===== config.mk =====
export PLATFORM = sky130hd
export DESIGN_NAME = g_and_input_debounce
export DESIGN_NICKNAME = d
export VERILOG_FILES = /design/src/rtl/g_and_input_debounce_pkg.sv /design/src/rtl/g_and_input_debounce_debounce_ch.sv /design/src/rtl/g_and_input_debounce.sv
export SDC_FILE = /design/constraint.sdc
export NUM_CORES = 1
export LEC_CHECK = 0
export BUFFER_PORTS_ARGS = -buffer_cell sky130_fd_sc_hd__buf_2
export CORE_ASPECT_RATIO = 1.1
export CORE_MARGIN = 1
export CORE_UTILIZATION = 61
export CTS_CLUSTER_DIAMETER = 40
export CTS_CLUSTER_SIZE = 25
export DETAILED_ROUTE_END_ITERATION = 7
export GPL_TIMING_DRIVEN = 0
export PLACE_DENSITY_LB_ADDON = 0.05
export SYNTH_ARGS = -nofsm -noshare
export SYNTH_HDL_FRONTEND = slang
export SYNTH_HIERARCHICAL = 1
export SYNTH_SLANG_ARGS = --single-unit

===== constraint.sdc =====
create_clock -name clk -period 1.8 [get_ports clk]
set_input_delay 0.18 -clock clk [delete_from_list [all_inputs] [get_ports clk]]
set_output_delay 0.18 -clock clk [all_outputs]
set_load 0.01 [all_outputs]

===== src/rtl/g_and_input_debounce_pkg.sv =====
// Shared defaults and helpers for the three-channel AND-gate input conditioner.
// The bench and the top take their default parameter values from here.
package g_and_input_debounce_pkg;

    localparam int DEFAULT_DEBOUNCE_CYCLES = 100000;
    localparam int DEFAULT_SYNC_STAGES     = 2;
    localparam int NUM_CHANNELS            = 3;

    // Counter width wide enough to hold DEBOUNCE_CYCLES-1, never narrower than one bit.
    function automatic int cnt_width(input int cycles);
        int w;
        w = $clog2(cycles);
        return (w < 1) ? 1 : w;
    endfunction

    // Edge event registered alongside the debounced level.
    typedef enum logic [1:0] {
        EDGE_NONE = 2'b00,
        EDGE_RISE = 2'b01,
        EDGE_FALL = 2'b10
    } edge_e;

endpackage


===== src/rtl/g_and_input_debounce_debounce_ch.sv =====
// One debounce channel: synchroniser chain, mismatch counter, debounced level,
// and registered one-cycle rise/fall pulses coincident with the level change.
module debounce_ch
    import g_and_input_debounce_pkg::*;
#(
    parameter int DEBOUNCE_CYCLES = DEFAULT_DEBOUNCE_CYCLES,
    parameter int SYNC_STAGES     = DEFAULT_SYNC_STAGES
) (
    input  logic clk,
    input  logic rst_n,
    input  logic raw,
    output logic level,
    output logic rise,
    output logic fall
);

    localparam int             CW       = cnt_width(DEBOUNCE_CYCLES);
    localparam logic [CW-1:0]  TERMINAL = CW'(DEBOUNCE_CYCLES - 1);

    logic [SYNC_STAGES-1:0] sync_q;
    logic                   s;
    logic                   db_q;
    logic                   db_d;
    logic [CW-1:0]          cnt_q;
    logic [CW-1:0]          cnt_d;
    edge_e                  edge_q;
    edge_e                  edge_d;

    assign s = sync_q[SYNC_STAGES-1];

    // Any cycle where s agrees with the output throws away accumulated progress.
    always_comb begin
        db_d   = db_q;
        cnt_d  = '0;
        edge_d = EDGE_NONE;
        if (s != db_q) begin
            if (cnt_q == TERMINAL) begin
                db_d   = s;
                edge_d = s ? EDGE_RISE : EDGE_FALL;
            end else begin
                cnt_d = cnt_q + CW'(1);
            end
        end
    end

    always_ff @(posedge clk or negedge rst_n) begin
        if (!rst_n) begin
            sync_q <= '0;
            db_q   <= 1'b0;
            cnt_q  <= '0;
            edge_q <= EDGE_NONE;
        end else begin
            sync_q <= {sync_q[SYNC_STAGES-2:0], raw};
            db_q   <= db_d;
            cnt_q  <= cnt_d;
            edge_q <= edge_d;
        end
    end

    assign level = db_q;
    assign rise  = (edge_q == EDGE_RISE);
    assign fall  = (edge_q == EDGE_FALL);

endmodule


===== src/rtl/g_and_input_debounce.sv =====
// Three independent debounce channels feeding the A/B/C inputs of the AND stage,
// with per-channel one-cycle rise/fall pulses.
module g_and_input_debounce
    import g_and_input_debounce_pkg::*;
#(
    parameter int DEBOUNCE_CYCLES = DEFAULT_DEBOUNCE_CYCLES,
    parameter int SYNC_STAGES     = DEFAULT_SYNC_STAGES
) (
    input  logic                    clk,
    input  logic                    rst_n,
    input  logic [NUM_CHANNELS-1:0] sw_in,
    output logic                    A,
    output logic                    B,
    output logic                    C,
    output logic [NUM_CHANNELS-1:0] rise,
    output logic [NUM_CHANNELS-1:0] fall
);

    logic [NUM_CHANNELS-1:0] level_w;

    generate
        for (genvar gi = 0; gi < NUM_CHANNELS; gi++) begin : g_ch
            debounce_ch #(
                .DEBOUNCE_CYCLES(DEBOUNCE_CYCLES),
                .SYNC_STAGES    (SYNC_STAGES)
            ) u_ch (
                .clk  (clk),
                .rst_n(rst_n),
                .raw  (sw_in[gi]),
                .level(level_w[gi]),
                .rise (rise[gi]),
                .fall (fall[gi])
            );
        end
    endgenerate

    assign A = level_w[0];
    assign B = level_w[1];
    assign C = level_w[2];

endmodule


==> impl_summary.log <==
INFO  metric number_of_antenna_violations_at_the_first_check_in_global_routing = 0
INFO  metric reg2regPathDepth = 4
INFO  metric rrSetupSlack = 0.02 ns
INFO  metric num_rows = 27
INFO  metric synth_async_sr_flop_share = 1.00
INFO  metric max-vdd-ir-drop = 728 µV
INFO  metric total_cts_buffers = 9
INFO  metric port_buffer_cells = 13
INFO  metric hpwl = about 3800 µm
INFO  metric synth_fp_nets = 320
INFO  metric final_max_slew_viols = 0
INFO  metric design.portCount = 14
INFO  metric yosys-top-cells-area = sky130_fd_sc_hd__dfrtp_1 51%, sky130_fd_sc_hd__xor2_1 8.0%, sky130_fd_sc_hd__nor2_1 5.5%
INFO  metric synth_enable_flop_cells = 0
INFO  metric run_status = finished clean
INFO  metric grt_start_max_net_pins = 44
INFO  metric report.power.total = 3000 µW
INFO  metric fin_hold_ws = roughly 0.35 ns
INFO  metric timing_worst_slew_pin_value = about 0.55 ns
INFO  metric report.final.setup_viol = 0
INFO  metric worst_hold_end = g_ch[1].u_ch/sync_q[1]$_DFF_PN0_
INFO  metric grt_first_pass_wirelength = around 10000 µm
INFO  metric finalCritPeriodShare = 0.989
INFO  metric route.antenna.remaining_nets = 0
INFO  metric cts-root-buf = sky130_fd_sc_hd__clkbuf_8
INFO  metric die_w = 71.8 µm
INFO  metric utilization_of_the_core_after_routing = 0.750
INFO  metric area.growth.synth_to_final = 16.3%
INFO  metric max_slew_margin = 0.635
INFO  metric netlist_instances = 312
INFO  metric die-height = between 70 and 80 µm
INFO  metric globalplace.congestion = 0.807
INFO  metric worstSetupEndpointType = register
INFO  metric hold_path.class = reg2reg
INFO  metric whs_path_depth = 0
INFO  metric clkSinkCount = 66
INFO  metric worst-endpoint-arrival = 2.05 ns
INFO  metric sum_of_overflow_across_all_layers_after_global_routing = 0
INFO  metric timing.fmax = 0.562 GHz
INFO  metric max_cap_viol_count = 0
INFO  metric grt_setup_unrepaired = yes
INFO  metric insertedDiodeCount = 0
INFO  metric clock-skew-final = around 0.009 ns
INFO  metric worstPathRequired = ~2.1 ns
INFO  metric regToRegStartpoint = g_ch[0].u_ch/cnt_q[13]$_DFF_PN0_
INFO  metric clkLatencyLatePin = 0.34 ns
INFO  metric cts_max_path_buffers = 2
INFO  metric synth.cell_area = 0.00327 mm²
INFO  metric synth.ff_latch_count = 66
INFO  metric start_util = 0.645
INFO  metric first_global_vias = 2260
INFO  metric hold_viol = 0
INFO  metric postSynth.topFlopCell = sky130_fd_sc_hd__dfrtp_1
INFO  metric netlist-cell-type-count = 30
INFO  metric drc = 0
INFO  metric leakage = 0.00171 µW
INFO  metric drtIter0Drc = 140
INFO  metric synth_top_cell_area_share = 0.505
INFO  metric design.final.nets = 356
INFO  metric timing.hold.worst.start = g_ch[1].u_ch/sync_q[0]$_DFF_PN0_
INFO  metric reg_to_reg_endpoint = g_ch[0].u_ch/edge_q[1]$_DFF_PN0_
INFO  metric ys_seq_area_frac = 0.505
INFO  metric timing.final.crit_period = ~1.8 ns
INFO  metric crit_fanout = 4
INFO  metric drt-wirelength-per-cell = 14.4 µm
INFO  metric viasPerCell = 5.78
INFO  metric cts_tree = done
INFO  metric critical_path_launch_point_type = register
INFO  metric powerDensity = 788 mW/mm²
INFO  metric multiInputGateArea = 0.00156 mm²
INFO  metric via_count = 2376
INFO  metric yosys_warnings = 6
INFO  metric drt_pass1_iterations = 4
INFO  metric fillCellCount = between 300 and 400
INFO  metric die_area = 0.00566 mm²
INFO  metric h-tree-depth = 3
INFO  metric grt_util_all_layers = 0.236
INFO  metric post_route_cells_drive_above_1_share = 0.227
INFO  metric ws_path_type = reg2reg
INFO  metric finalWirelength = 5910 µm
INFO  metric final-seq-area = between 0.0015 and 0.002 mm²
INFO  metric coreArea = 0.00507 mm²
INFO  metric clkTransAtPathRegs = 0.08 ns
INFO  metric yosys.area.top_type = sky130_fd_sc_hd__dfrtp_1
INFO  metric synth.avg_cell_area = 10.5 µm²
## through the flow
stage | std cells | setup slack [ns] | setup TNS, ns | area (µm²)
global route | 411 | -0.0667 | -0.151 | 3800
global placement | 383 | -0.0806 | -1.74 | 3410
finish | 411 | 0.0197 | 0 | 3800
CTS | 402 | 0.0375 | 0 | 3680
floorplan | 312 | 0.236 | 0 | 3270
detailed placement | 384 | -0.0881 | -2.10 | 3430
## registers in the layout, summed over array words and instances, names as in the netlist
| signal | count |
|---|---|
| g_ch.u_ch/level | 3 |
| g_ch.u_ch/sync_q | 6 |
| g_ch.u_ch/edge_q | 6 |
| g_ch.u_ch/cnt_q | 51 |
## cell families (layout without fill, tap and decap cells)
| logic type | Yosys count | after routing | synth area share |
|---|---|---|---|
| simple gates | 171 | 172 | 0.303 |
| buf+inv | 18 | 58 | 0.0379 |
| fa+ha+maj | 3 | 3 | 0.0115 |
| flops | 66 | 66 | 0.505 |
| xor+xnor | 45 | 45 | 0.121 |
| compound gates | 6 | 6 | 0.0115 |
| mux | 3 | 3 | 0.0103 |
## cell usage after synthesis, types with 6 or more instances
| cell | instances |
|---|---|
| sky130_fd_sc_hd__xnor2_1 | 15 |
| sky130_fd_sc_hd__nor3_1 | 6 |
| sky130_fd_sc_hd__nor3b_1 | 6 |
| sky130_fd_sc_hd__and3_1 | 6 |
| sky130_fd_sc_hd__buf_2 | 9 |
| sky130_fd_sc_hd__nand4_1 | 21 |
| sky130_fd_sc_hd__nand2_1 | 21 |
| sky130_fd_sc_hd__dfrtp_1 | 66 |
| sky130_fd_sc_hd__nor2b_1 | 6 |
| sky130_fd_sc_hd__nor2_1 | 48 |
| sky130_fd_sc_hd__buf_4 | 6 |
| sky130_fd_sc_hd__nand3_1 | 12 |
| sky130_fd_sc_hd__xor2_1 | 30 |
| sky130_fd_sc_hd__and4_1 | 9 |
| sky130_fd_sc_hd__or4_1 | 6 |
## layer usage
layer,up-vias,wire (µm),GRT usage
met1,1150,2800,0.317
met2,50,2830,0.354
met3,10,187,0.0571
met4,0,94,0.129
li1,1166,-,-
met5,-,0,0
## worst max path at each step
stage | from | to | slack (ns) | depth (start not counted)
2_1_floorplan | g_ch[0].u_ch/cnt_q[0]$_DFF_PN0_ | g_ch[0].u_ch/cnt_q[10]$_DFF_PN0_ | 0.24 | 7
3_3_place_gp | g_ch[0].u_ch/cnt_q[0]$_DFF_PN0_ | g_ch[0].u_ch/cnt_q[14]$_DFF_PN0_ | -0.08 | 7
3_5_place_dp | g_ch[0].u_ch/cnt_q[0]$_DFF_PN0_ | g_ch[0].u_ch/cnt_q[15]$_DFF_PN0_ | -0.09 | 7
4_1_cts | g_ch[0].u_ch/cnt_q[0]$_DFF_PN0_ | g_ch[0].u_ch/cnt_q[9]$_DFF_PN0_ | 0.04 | 7
5_1_grt | g_ch[0].u_ch/cnt_q[13]$_DFF_PN0_ | g_ch[0].u_ch/edge_q[1]$_DFF_PN0_ | -0.07 | 4
6_report | g_ch[0].u_ch/cnt_q[13]$_DFF_PN0_ | g_ch[0].u_ch/edge_q[1]$_DFF_PN0_ | 0.02 | 4
## cell usage in the layout, fill, tap and decap left out, types with 4 or more instances in the layout
master and n:
sky130_fd_sc_hd__xnor2_1 15, sky130_fd_sc_hd__dfrtp_1 65, sky130_fd_sc_hd__and4_1 9, sky130_fd_sc_hd__nor2b_1 6, sky130_fd_sc_hd__nand4_1 21, sky130_fd_sc_hd__or4_1 5
sky130_fd_sc_hd__nor3b_2 5, sky130_fd_sc_hd__xor2_1 30, sky130_fd_sc_hd__nand2_1 18, sky130_fd_sc_hd__buf_4 15, sky130_fd_sc_hd__nor2_1 48, sky130_fd_sc_hd__and3_1 6
sky130_fd_sc_hd__clkbuf_8 9, sky130_fd_sc_hd__nand2_2 5, sky130_fd_sc_hd__dlygate4sd3_1 4, sky130_fd_sc_hd__nand3_1 12, sky130_fd_sc_hd__nor3_1 6, sky130_fd_sc_hd__buf_2 19
## layout make-up
class / count / share of cell area
buffer: 16 / 0.0306
sequential: 66 / 0.435
timing repair buffer: 26 / 0.0487
tap: 58 / 0.0191
clock inverter: 6 / 0.0237
multi-input combinational: 229 / 0.410
clock buffer: 10 / 0.0336
## critical path, stage by stage, from the launching register on
cell and delay (ns):
sky130_fd_sc_hd__dfrtp_1 0.41, sky130_fd_sc_hd__or4_4 0.57, sky130_fd_sc_hd__nor4_4 0.28, sky130_fd_sc_hd__nand4_1 0.23, sky130_fd_sc_hd__nor3b_2 0.22
## what timing repair did
action,in CTS,in global routing
setup buffers,0,8
endpoints found under the hold margin,26,0
resized for setup,4,11
pin swaps,0,10
gates cloned,0,1
endpoints found under the setup margin,30,47
hold buffers,4,0
## report_power, final
| part | internal [µW] | switching (µW) |
|---|---|---|
| registers | 1510 | 24.1 |
| logic | 38.4 | 63.1 |
| clock network | 785 | 582 |
Note: power is estimated with default switching activity, not from simulation.
